[src/rtl/pc_pkg.sv]
// Shared widths, reset vector and address/byte types for the program counter stage.
package pc_pkg;
    localparam int PC_WIDTH   = 16;
    localparam int BYTE_WIDTH = 8;
    localparam int NIBBLE     = 4;

    typedef logic [PC_WIDTH-1:0]   pc_t;
    typedef logic [BYTE_WIDTH-1:0] byte_t;

    localparam pc_t RESET_VECTOR = 16'h0000;
endpackage

[src/rtl/pc_counter16_if.sv]
// CPU-side bus of the program counter: byte bus, active-low load strobes, count enable and PC outputs.
// Handshake: no valid/ready; every control is sampled at the rising CP edge and outputs change only after it.
interface pc_counter16_if import pc_pkg::*; #(parameter int WIDTH = PC_WIDTH) ();
    logic [WIDTH/2-1:0] D;
    logic               _pchitmp_in;
    logic               _pclo_in;
    logic               _pc_in;
    logic               COND;
    logic               CNT_EN;
    logic [WIDTH-1:0]   PC;
    logic [WIDTH/2-1:0] PCHITMP;
    logic               TC;

    modport master (
        output D, _pchitmp_in, _pclo_in, _pc_in, COND, CNT_EN,
        input  PC, PCHITMP, TC
    );

    modport slave (
        input  D, _pchitmp_in, _pclo_in, _pc_in, COND, CNT_EN,
        output PC, PCHITMP, TC
    );
endinterface

[src/rtl/pc_nibble.sv]
// 4-bit synchronous counter slice: parallel load (_PE) beats counting, which needs CEP and CET.
module pc_nibble import pc_pkg::*; #(
    parameter logic [NIBBLE-1:0] RST_VAL = '0
) (
    input  logic              CP,
    input  logic              _MR,
    input  logic              CEP,
    input  logic              CET,
    input  logic              _PE,
    input  logic [NIBBLE-1:0] D,
    output logic [NIBBLE-1:0] Q,
    output logic              TC
);
    logic [NIBBLE-1:0] q_q;
    logic [NIBBLE-1:0] q_d;

    always_comb begin
        q_d = q_q;
        if (!_PE) begin
            q_d = D;
        end else if (CEP && CET) begin
            q_d = q_q + 4'd1;
        end
    end

    always_ff @(posedge CP or negedge _MR) begin
        if (!_MR) begin
            q_q <= RST_VAL;
        end else begin
            q_q <= q_d;
        end
    end

    assign Q  = q_q;
    assign TC = (&q_q) & CET;
endmodule

[src/rtl/pc_counter16.sv]
// Program counter built from chained 4-bit slices; jumps load {PCHITMP, D}, otherwise counts or holds.
module pc_counter16 import pc_pkg::*; #(
    parameter int               WIDTH        = PC_WIDTH,
    parameter logic [WIDTH-1:0] RESET_VECTOR = pc_pkg::RESET_VECTOR
) (
    input  logic         CP,
    input  logic         _MR,
    pc_counter16_if.slave bus
);
    localparam int NSLICE = WIDTH / NIBBLE;
    localparam int HALF   = WIDTH / 2;

    logic             load;
    logic [WIDTH-1:0] ld_val;
    logic [WIDTH-1:0] pc;
    logic [HALF-1:0]  pchitmp_q;
    logic [HALF-1:0]  pchitmp_d;

    assign load   = !bus._pclo_in || (!bus._pc_in && bus.COND);
    // The jump target uses the pre-edge PCHITMP even when it is being rewritten at the same edge.
    assign ld_val = {pchitmp_q, bus.D};

    always_comb begin
        pchitmp_d = pchitmp_q;
        if (!bus._pchitmp_in) begin
            pchitmp_d = bus.D;
        end
    end

    always_ff @(posedge CP or negedge _MR) begin
        if (!_MR) begin
            pchitmp_q <= '0;
        end else begin
            pchitmp_q <= pchitmp_d;
        end
    end

    for (genvar i = 0; i < NSLICE; i++) begin : g_slice
        logic cet;
        logic tc;
        if (i == 0) begin : g_first
            assign cet = bus.CNT_EN;
        end else begin : g_next
            assign cet = g_slice[i-1].tc;
        end

        pc_nibble #(
            .RST_VAL (RESET_VECTOR[i*NIBBLE +: NIBBLE])
        ) u_nibble (
            .CP  (CP),
            ._MR (_MR),
            .CEP (bus.CNT_EN),
            .CET (cet),
            ._PE (!load),
            .D   (ld_val[i*NIBBLE +: NIBBLE]),
            .Q   (pc[i*NIBBLE +: NIBBLE]),
            .TC  (tc)
        );
    end

    assign bus.PC      = pc;
    assign bus.PCHITMP = pchitmp_q;
    assign bus.TC      = g_slice[NSLICE-1].tc;
endmodule
[src/flat_wrapper.sv]
// flat-port wrapper written by rule: the top's interface ports become plain ports
module pc_counter16_flat import pc_pkg::*;
#(
    parameter int               WIDTH        = PC_WIDTH,
    parameter logic [WIDTH-1:0] RESET_VECTOR = pc_pkg::RESET_VECTOR
)
  (CP, _MR, bus_D, bus__pchitmp_in, bus__pclo_in, bus__pc_in, bus_COND, bus_CNT_EN, bus_PC, bus_PCHITMP, bus_TC);
  pc_counter16_if #(.WIDTH(WIDTH)) bus_i ();
  input  logic CP;
  input  logic _MR;
  input wire logic [$bits(bus_i.D)-1:0] bus_D;
  input wire logic [$bits(bus_i._pchitmp_in)-1:0] bus__pchitmp_in;
  input wire logic [$bits(bus_i._pclo_in)-1:0] bus__pclo_in;
  input wire logic [$bits(bus_i._pc_in)-1:0] bus__pc_in;
  input wire logic [$bits(bus_i.COND)-1:0] bus_COND;
  input wire logic [$bits(bus_i.CNT_EN)-1:0] bus_CNT_EN;
  output wire logic [$bits(bus_i.PC)-1:0] bus_PC;
  output wire logic [$bits(bus_i.PCHITMP)-1:0] bus_PCHITMP;
  output wire logic [$bits(bus_i.TC)-1:0] bus_TC;
  assign bus_i.D = bus_D;
  assign bus_i._pchitmp_in = bus__pchitmp_in;
  assign bus_i._pclo_in = bus__pclo_in;
  assign bus_i._pc_in = bus__pc_in;
  assign bus_i.COND = bus_COND;
  assign bus_i.CNT_EN = bus_CNT_EN;
  assign bus_PC = bus_i.PC;
  assign bus_PCHITMP = bus_i.PCHITMP;
  assign bus_TC = bus_i.TC;
  pc_counter16 #(.WIDTH(WIDTH), .RESET_VECTOR(RESET_VECTOR)) u_core (.CP(CP), ._MR(_MR), .bus(bus_i));
endmodule
[config.mk]
export PLATFORM = sky130hd
export DESIGN_NAME = pc_counter16_flat
export DESIGN_NICKNAME = d
export VERILOG_FILES = /design/src/rtl/pc_pkg.sv /design/src/rtl/pc_counter16_if.sv /design/src/rtl/pc_nibble.sv /design/src/rtl/pc_counter16.sv /design/src/flat_wrapper.sv
export SDC_FILE = /design/constraint.sdc
export NUM_CORES = 1
export LEC_CHECK = 0
export BUFFER_PORTS_ARGS = -buffer_cell sky130_fd_sc_hd__buf_2
export CAP_MARGIN = 10
export CORE_ASPECT_RATIO = 1.25
export CORE_UTILIZATION = 32
export CTS_CLUSTER_SIZE = 28
export DETAILED_ROUTE_END_ITERATION = 8
export GPL_TIMING_DRIVEN = 0
export RECOVER_POWER = 100
export SLEW_MARGIN = 10
export SYNTH_ARGS = -nofsm -noshare
export SYNTH_HDL_FRONTEND = slang
export SYNTH_SLANG_ARGS = --single-unit
[constraint.sdc]
create_clock -name CP -period 3.95 [get_ports CP]
set_clock_uncertainty 0.1 [all_clocks]
set_input_delay 0.79 -clock CP [delete_from_list [all_inputs] [get_ports CP]]
set_output_delay 0.79 -clock CP [all_outputs]
set_load 0.02 [all_outputs]
## Yosys cells after proc, flatten, opt, wreduce, memory -nomap -nowiden

Cells that the tools add are included.

- $add $sub $neg: 4
- Mux-type cells: 8
- Bitwise operators: 4
- Reduce and logical (&&, ||, !) cells: 15

Operators with widths:

| kind | count |
|---|---|
| $mux 4 | 8 |
| $add 4x1->4 const B | 4 |
| $reduce_and 4->1 | 4 |
| $reduce_bool 2->1 | 4 |
| $and 1x1->1 | 4 |
| $logic_and 1x1->1 | 4 |
| $logic_not 1->1 | 2 |
| $logic_or 1x1->1 | 1 |

- Register bits after elaboration: 24
- Bits of input ports: 15
- Logic and storage cells: 36

## Longest topological paths before layout

Gate-level depths: netlist (run 1).

- Depth after elaboration: 7
- Depth in mapped cells: 5
- Depth with buffers taken out: 5

## By module

A second synthesis (run 1) with hierarchy kept.

- Cells, all modules: 111
- Area total of the unflattened synthesis: 1213.7 sq um

By module, submodules not included:

| module | instances | cells an instance | area each (sq um) |
|---|---|---|---|
| pc_nibble | 4 | 23 | 217.7 |
| pc_counter16 | 1 | 19 | 342.8 |

## Worst setup path before layout (run 1)

No wires, ideal clock.

- Path type: input to output
- Start: input port bus_CNT_EN
- End: output port bus_TC
- Arrival: 1.728 ns
- Path slack: 1.332 ns
- Stages on the path: 4
- Cell sequence: buf_4 -> nand4_4 -> nor3_2 -> and4_1

- Cells in the longest elaborated chain, start to end: 4

Ends and longest elaborated chain:

| item | RTL line | source |
|---|---|---|
| start, declared | flat_wrapper.sv:16 | `input wire logic [$bits(bus_i.CNT_EN)-1:0] bus_CNT_EN;` |
| $and 1x1->1 (4 in a row) | pc_nibble.sv:35 | `assign TC = (&q_q) & CET;` |
| end, declared | flat_wrapper.sv:19 | `output wire logic [$bits(bus_i.TC)-1:0] bus_TC;` |

Every way passes these cells.

## Final worst setup path (run 1)

Ends and elaborated chain as after synthesis.

==> impl_results.md, run 1 <==
- Design Area, Final: roughly 0.0015 mm²
- Drt pass-1 iters: 6
- CTS max path bufs: 2
- Sequential Power Share: 50.2%
- Post-CTS Setup Repair Bufs: 0
- Syn nets: 131
- Initial antenna violation count: 0
- Antenna Cells: 0
- Least-Margin Pin Slew: between 1000 and 1500 ps
- TritonCTS clock tree: done
- Vias: 956
- # nets final: approximately 170
- DP Area: 0.00143 mm²
- Final Wtd Congestion: 0.822
- Slowest stage delay, CP: about 500 ps
- CTS Buf Count: 3
- Pre-CTS setup slack: 1170 ps
- Setup TNS: 0 ps
- Startpoint Class: primary input
- DRC: 2
- Top cell type's share of synthesized area: between 50% and 60%
- Ys flop type: dfrtp_1
- Layout cells sized above 1: a little under a fifth
- Worst path cell trace: buf_4, nand4_4, nor3_1, and4_1, buf_2
- Routed Antenna Nets: 0
- Min-delay worst type: register to register
- Setup CP Type: primary input to primary output
- Die Wd: ~57 µm
- Post-CTS Resized: 0
- Die Span Y: 70.4 µm
- Port Buffers: 37
- Post-synth top cells: dfrtp_1, nand2_1, o21ai_1
- Die ar.: roughly 0.0040 mm²
- Setup ws final: 1010 ps
- Hpwl dp: a little over 2000 µm
- H-tree depth: 1
- Worst Path Arrival: ~2100 ps
- Synth area leader: dfrtp_1
- Fin crit share: around 74%
- Clock root cell: clkbuf_8
- Synth Cell Area: 0.00120 mm²
- Max-slew headroom: 16.3%
- Worst setup EP type: primary output
- Status: finished, violations left
- Post-synth ARST share: between 90% and 100%
- Worst Path Buf+Inv: 2
- Max-slew violation count: 0
- Syn Inst Count: 112
- Cts hold-fix bufs: 0
- Unique masters post-synth: 22
- DR WL/cell: around 14 µm
- # IOs: 40
- Top post-synthesis cells by area: dfrtp_1, mux2_2, xnor2_1, o21ai_1, nand2_1
- Final wirelength: about 2700 µm
- Vias in the first global route: between 1000 and 1500
- Syn avg cell area: approximately 11 µm²
- WP data required: between 3000 and 4000 ps
- Initial Utilization: 33.8%
- Core area: approximately 0.0035 mm²
- P&R area growth vs syn: 21.1%
- Final Hold Viols: 0
- Vias per cell: 4.98
- Rows: 24
- Max-Cap Viols: 0
- Post-synthesis sequential area ratio: 50.2%
- RSZ-0062 raised after global routing: false
- Power Density: between 400 and 500 mW/mm²
- Lkg Pwr: 0.603 nW
- CP max-delay cell: nor3_1
- Int Power: a little over 0.4 mW
- Post-synthesis sequential element count: 24
- GR Overflow Total: 0
- Failing checks: design-rule violations
- Logic pwr share: 22.3%
- Switching Fraction: roughly 32%
- Sw Pwr: around 0.19 mW
- 1st-iter DRT viols: 23
- Final setup fails: 0
- Fmax: around 0.34 GHz
- Power share of the clock group: around 28%
- EDFF count, synth: 0
- Max VDD drop: between 0.15 and 0.2 mV
- Delay-heaviest family, CP: simple AND/OR/NAND/NOR gates
- Largest net degree at the start of global routing: 25
- Worst-path fanout max: 10
- Clk_lat worst skew: about 260 ps
- Gr usage total: between 10% and 20%
- Syn. warnings: 0
- Most frequent cell after synthesis: dfrtp_1
- Tmin final: about 3000 ps
- Total power: 0.606 mW
- Clock-pin slew on the worst setup and hold paths: about 80 ps
- CTS Sinks: 24
- First-pass GRT wire length: 4630 µm
[power by group through the flow]
stage	Combinational (mW)	Clock, mW	Sequential [mW]
after floorplan	0.0580	0	0.339
after global placement	0.144	0	0.306
after detailed placement	0.148	0	0.308
after CTS	0.148	0.171	0.303
after global routing	0.150	0.180	0.309
final	0.135	0.167	0.304
[cell type report]
type,count,area [µm²]
fill,360,2090
timing repair buffer,37,154
buffer,5,22.5
clock buffer,4,55.1
tap,39,48.8
inverter,4,15.0
multi-input combinational,79,554
sequential,24,601
[registers in the layout, summed over array words and instances (netlist names)]
register	flops
u_core.bus.PCHITMP	8
u_core.g_slice.u_nibble.Q	16
[stage by stage]
step / hold slack (ps) / utilization [%] / cells
2_1_floorplan: 394 / - / 112
6_report: 415 / 40.9 / 192
4_1_cts: 413 / 41.9 / 192
5_1_grt: 442 / 40.9 / 192
3_3_place_gp: 389 / 40.4 / 188
3_5_place_dp: 398 / 40.4 / 188
[worst paths after layout]
kind | startpoint | end | slack, ps | cells after the start
setup / recovery | bus_CNT_EN | bus_TC | 1010 | 5
hold / removal | u_core.bus.PCHITMP[5] | u_core.g_slice[3].u_nibble.Q[1] | 420 | 2
setup reg to reg | u_core.g_slice[0].u_nibble.Q[0] | u_core.g_slice[3].u_nibble.Q[0] | 2090 | 5
hold reg to reg | u_core.bus.PCHITMP[5] | u_core.g_slice[3].u_nibble.Q[1] | 420 | 2
max in group asynchronous | _MR | u_core.g_slice[1].u_nibble.Q[2] | 2340 | 1
min in group asynchronous | _MR | u_core.bus.PCHITMP[1] | 670 | 1
[tightest hold or removal path, delay by kind of cell, from the launching register on]
family,cells,cell delay (ps)
flip-flops,1,360
AND/OR/NAND/NOR,2,110
[layer usage]
layer	wire length [µm]	GRT usage (%)	vias to the layer above
met2	1430	26.6	26
met3	99	2.22	4
met4	31	6.94	0
li1	-	-	466
met5	0	0	-
met1	1130	16.7	460
[kinds of logic after synthesis]
| logic type | synth area share [%] |
|---|---|
| buf+inv | 3.13 |
| simple gates | 16.3 |
| compound gates | 7.42 |
| mux | 10.0 |
| xor+xnor | 8.78 |
| flops | 50.2 |
| fa+ha+maj | 4.18 |
[cells in the final DEF, fill, tap and decap left out]
cell type	synthesis	layout
ha_1	4	4
o21ai_0	3	15
clkbuf_1	4	29
nor4_2	2	2
nand4_4	1	1
o21ai_1	13	1
and4_1	1	1
xor2_1	3	3
nand2_1	17	17
nor2_1	3	3
nor3_1	2	3
o2111ai_1	1	1
or3b_1	1	1
dfrtp_1	24	24
buf_4	1	1
inv_1	4	4
mux2i_1	3	3
mux2_2	8	8
clkbuf_8	0	4
xnor2_1	9	9
nand4_1	1	1
buf_2	0	12
nand3_1	6	6
Note: power is estimated with default switching activity, not from simulation.
==> run 2: changes to the inputs <==
--- a/config.mk
+++ b/config.mk
@@ -5,6 +5,7 @@
 export SDC_FILE = /design/constraint.sdc
 export NUM_CORES = 1
 export LEC_CHECK = 0
+export ABC_AREA = 1
 export BUFFER_PORTS_ARGS = -buffer_cell sky130_fd_sc_hd__buf_2
 export CAP_MARGIN = 10
 export CORE_ASPECT_RATIO = 1.25
==> constraint.sdc (replaced) <==
create_clock -name CP -period 3.05 [get_ports CP]
set_clock_uncertainty 0.1 [all_clocks]
set_input_delay 0.61 -clock CP [delete_from_list [all_inputs] [get_ports CP]]
set_output_delay 0.61 -clock CP [all_outputs]
set_load 0.02 [all_outputs]
==> run 2 against run 1 <==
The flow still finishes with violations (design-rule violations). Sequential share of layout area down 4.3 points. Combinational power grew 61%. Final cell count is 30% higher. Design area up 12%. First-iteration DRC count rose by 91%. Sequential power grew 32%. Global-route usage is 0.25 points higher. Sequential cell count unchanged. Worst setup slack got worse by 560 ps. Worst hold slack improved by 9.1 ps. Clock power is 72% higher. Area after synthesis up 12%. Critical endpoint unchanged. Largest power group unchanged. Highest routed layer unchanged.
==> impl_results.md, run 2 <==
- Status: finished, violations left (unchanged)
- Failing checks: design-rule violations (unchanged)
- RSZ-0062 raised after global routing: false (unchanged)
- Rows: 26 (was 24)
- 1st-iter DRT viols: 44 (was 23)
- Worst Path Arrival: 1890 ps (was 2050 ps)
- GR Overflow Total: 0 (unchanged)
- Hold slack: 424 ps (was 415 ps)
- DP Area: 0.00161 mm² (was 0.00143 mm²)
- Delay-heaviest family, CP: simple AND/OR/NAND/NOR gates (unchanged)
- Clock-pin slew on the worst setup and hold paths: 90 ps (was 80 ps)
- Routed Antenna Nets: 0 (unchanged)
- Worst-path fanout max: 6 (was 10)
- Layout cells sized above 1: 16.5% (was 18.3%)
- Pre-CTS setup slack: 864 ps (was 1170 ps)
- Min-delay worst type: register to register (unchanged)
- Die ar.: 0.00447 mm² (was 0.00399 mm²)
- Final setup fails: 0 (unchanged)
- Synth Cell Area: 0.00135 mm² (was 0.00120 mm²)
- Max-slew headroom: 11.4% (was 16.3%)
- Clk_lat worst skew: 280 ps (was 260 ps)
- EDFF count, synth: 0 (unchanged)
- Setup ws final: 455 ps (was 1010 ps)
- Ys flop type: dfrtp_1 (unchanged)
- Vias: 1116 (was 956)
- GRT busiest layer: met2 (unchanged)
- CTS max path bufs: 2 (unchanged)
- Port Buffers: 38 (was 37)
- Core area: 0.00407 mm² (was 0.00354 mm²)
- Least-Margin Pin Slew: 1330 ps (was 1260 ps)
- Die Wd: 60.0 µm (was 56.7 µm)
- Most common cell after layout, fill and taps aside: nand2_1 (was clkbuf_1)
- CTS Buf Count: 3 (unchanged)
- Filler Cell Count: 456 (was 360)
- WHS Endpoint: u_core.bus.PCHITMP[1] (was u_core.g_slice[3].u_nibble.Q[1])
- R2R Path End: u_core.g_slice[3].u_nibble.Q[0] (unchanged)
- H-tree depth: 1 (unchanged)
- Syn avg cell area: 8.86 µm² (was 10.7 µm²)
- Lkg Pwr: 0.781 nW (was 0.603 nW)
- Startpoint Class: register (was primary input)
- First-pass GRT wire length: 4900 µm (was 4630 µm)
- Hold_sp: u_core.bus.PCHITMP[1] (was u_core.bus.PCHITMP[5])
- Most frequent cells in the layout: nand2_1, clkbuf_1, dfrtp_1 (was clkbuf_1, dfrtp_1, nand2_1)
- Die Span Y: 74.5 µm (was 70.4 µm)
- Max-Cap Viols: 0 (unchanged)
- Worst Path Buf+Inv: 1 (was 2)
- Fin crit share: 85.1%
- Post-CTS Setup Repair Bufs: 0 (unchanged)
- Most frequent cell after synthesis: nand2_1 (was dfrtp_1)
- Met2 GRT Util: 23.5% (was 26.6%)
- Slowest stage delay, CP: 420 ps (was 500 ps)
- Post-CTS Resized: 0 (unchanged)
- Gr usage total: 15.0% (was 14.8%)
- Worst path cell trace: ha_1, nand2_1, nor2_1, nand3_4, nor3_1, buf_2 (was buf_4, nand4_4, nor3_1, and4_1, buf_2)
- Max-slew violation count: 0 (unchanged)
- Power Density: 560 mW/mm² (was 418 mW/mm²)
- Setup CP Type: register to primary output (was primary input to primary output)
- Worst setup EP type: primary output (unchanged)
- Syn Inst Count: 152 (was 112)
- Cts hold-fix bufs: 0 (unchanged)
- FF-to-FF Start: u_core.g_slice[1].u_nibble.Q[0] (was u_core.g_slice[0].u_nibble.Q[0])
- R2R Setup Slk: 1440 ps (was 2090 ps)
- Setup TNS: 0 ps (unchanged)
- WP data required: 2340 ps (was 3060 ps)
- Hpwl dp: 2230 µm (was 2070 µm)
- Top post-synthesis cells by area: dfrtp_1, nand2_1, nand3_1, mux2_2, ha_1 (was dfrtp_1, mux2_2, xnor2_1, o21ai_1, nand2_1)
- Post-synthesis sequential element count: 24 (unchanged)
- TritonCTS clock tree: done (unchanged)
- Drt pass-1 iters: 6 (unchanged)
- Vias per cell: 4.46 (was 4.98)
- Post-synth ARST share: 100% (unchanged)
- Reg2Reg Depth: 7 (was 5)
- Largest net degree at the start of global routing: 25 (unchanged)
- Unique masters post-synth: 27 (was 22)
- Post-synthesis sequential area ratio: 44.6% (was 50.2%)
- Vias in the first global route: 1015 (was 1042)
- Final Hold Viols: 0 (unchanged)
- Top cell type's share of synthesized area: 44.6% (was 50.2%)
- # IOs: 40 (unchanged)
- # nets final: 214 (was 173)
- Initial antenna violation count: 0 (unchanged)
- CTS Sinks: 24 (unchanged)
- Grt met3 use: 2.26% (was 2.22%)
- Antenna Cells: 0 (unchanged)
- Routing usage on met1: 20.3% (was 16.7%)
- Max VDD drop: 0.156 mV (was 0.151 mV)
- DRC: 2 (unchanged)
- CP max-delay cell: dfrtp_1 (was nor3_1)
- Post-synth top cells: nand2_1, dfrtp_1, nand3_1 (was dfrtp_1, nand2_1, o21ai_1)
- P&R area growth vs syn: 20.3% (was 21.1%)
- Synth area leader: dfrtp_1 (unchanged)
- Max reg flops: 16 (unchanged)
- Fmax: 0.385 GHz
- DR WL/cell: 12.0 µm (was 14.0 µm)
- Tmin final: about 2600 ps
- Syn nets: 171 (was 131)
- Final Wtd Congestion: 0.714 (was 0.822)
- Final wirelength: 3000 µm (was 2690 µm)
- Syn. warnings: 0 (unchanged)
- WHS Path Cells: 2 (unchanged)
- Initial Utilization: 33.1% (was 33.8%)
- Clock root cell: clkbuf_8 (unchanged)
- Design Area, Final: 0.00162 mm² (was 0.00145 mm²)
-- run 2: cells by family (layout without fill, tap and decap cells) --
kind of cell | count (synthesis) | in the layout | synth area share [%]
adder cells (fa/ha/maj) | 4 | 4 | 3.72
multiplexers | 6 | 6 | 5.02
AND/OR/NAND/NOR | 85 | 85 | 31.2
XOR/XNOR | 7 | 7 | 4.55
AO/OA/AOI/OAI | 11 | 11 | 5.20
buffers and inverters | 15 | 57 | 5.67
flip-flops | 24 | 24 | 44.6
-- run 2: metal layers --
layer | vias up | wire [µm]
li1 | 578 | -
met1 | 513 | 1400
met2 | 22 | 1480
met3 | 3 | 83
met4 | 0 | 37
met5 | - | 0
-- run 2: area by class of cell --
cell class	count	area (µm²)	area share, %
multi-input combinational	113	656	40.5
sequential	24	601	37.1
timing repair buffer	38	158	9.74
tap	56	70.1	4.33
clock buffer	3	41.3	2.55
inverter	11	41.3	2.55
clock inverter	1	30.0	1.85
buffer	4	22.5	1.39
-- run 2: worst max path at each step --
| stage | end | depth (start not counted) | from | slack, ps |
|---|---|---|---|---|
| after global routing | bus_TC | 6 | u_core.g_slice[1].u_nibble.Q[1] | 280 |
| after global placement | bus_TC | 6 | bus_CNT_EN | 870 |
| after CTS | bus_TC | 6 | u_core.g_slice[1].u_nibble.Q[0] | 680 |
| final | bus_TC | 6 | u_core.g_slice[1].u_nibble.Q[0] | 450 |
| after detailed placement | bus_TC | 6 | bus_CNT_EN | 860 |
| after floorplan | bus_TC | 5 | u_core.g_slice[1].u_nibble.Q[0] | 800 |
-- run 2: worst min-delay path, delay by kind of cell (launching register included) --
kind / cells / cell delay, ps
flip-flops: 1 / 380
AND/OR/NAND/NOR: 1 / 50
AO/OA/AOI/OAI: 1 / 60
-- run 2: metrics by stage --
stage	power (mW)	util (%)	instances
finish	0.906	39.8	250
global route	0.963	39.8	250
CTS	0.939	41.3	250
detailed placement	0.644	39.5	246
global placement	0.641	39.5	246
floorplan	0.560	-	152
-- run 2: power breakdown --
group / internal, mW / total, mW / leakage, nW / switching [mW]
clock: 0.176 / 0.287 / 0.0357 / 0.112
combinational: 0.0767 / 0.217 / 0.459 / 0.140
sequential: 0.357 / 0.402 / 0.286 / 0.0450
total: 0.609 / 0.906 / 0.781 / 0.297
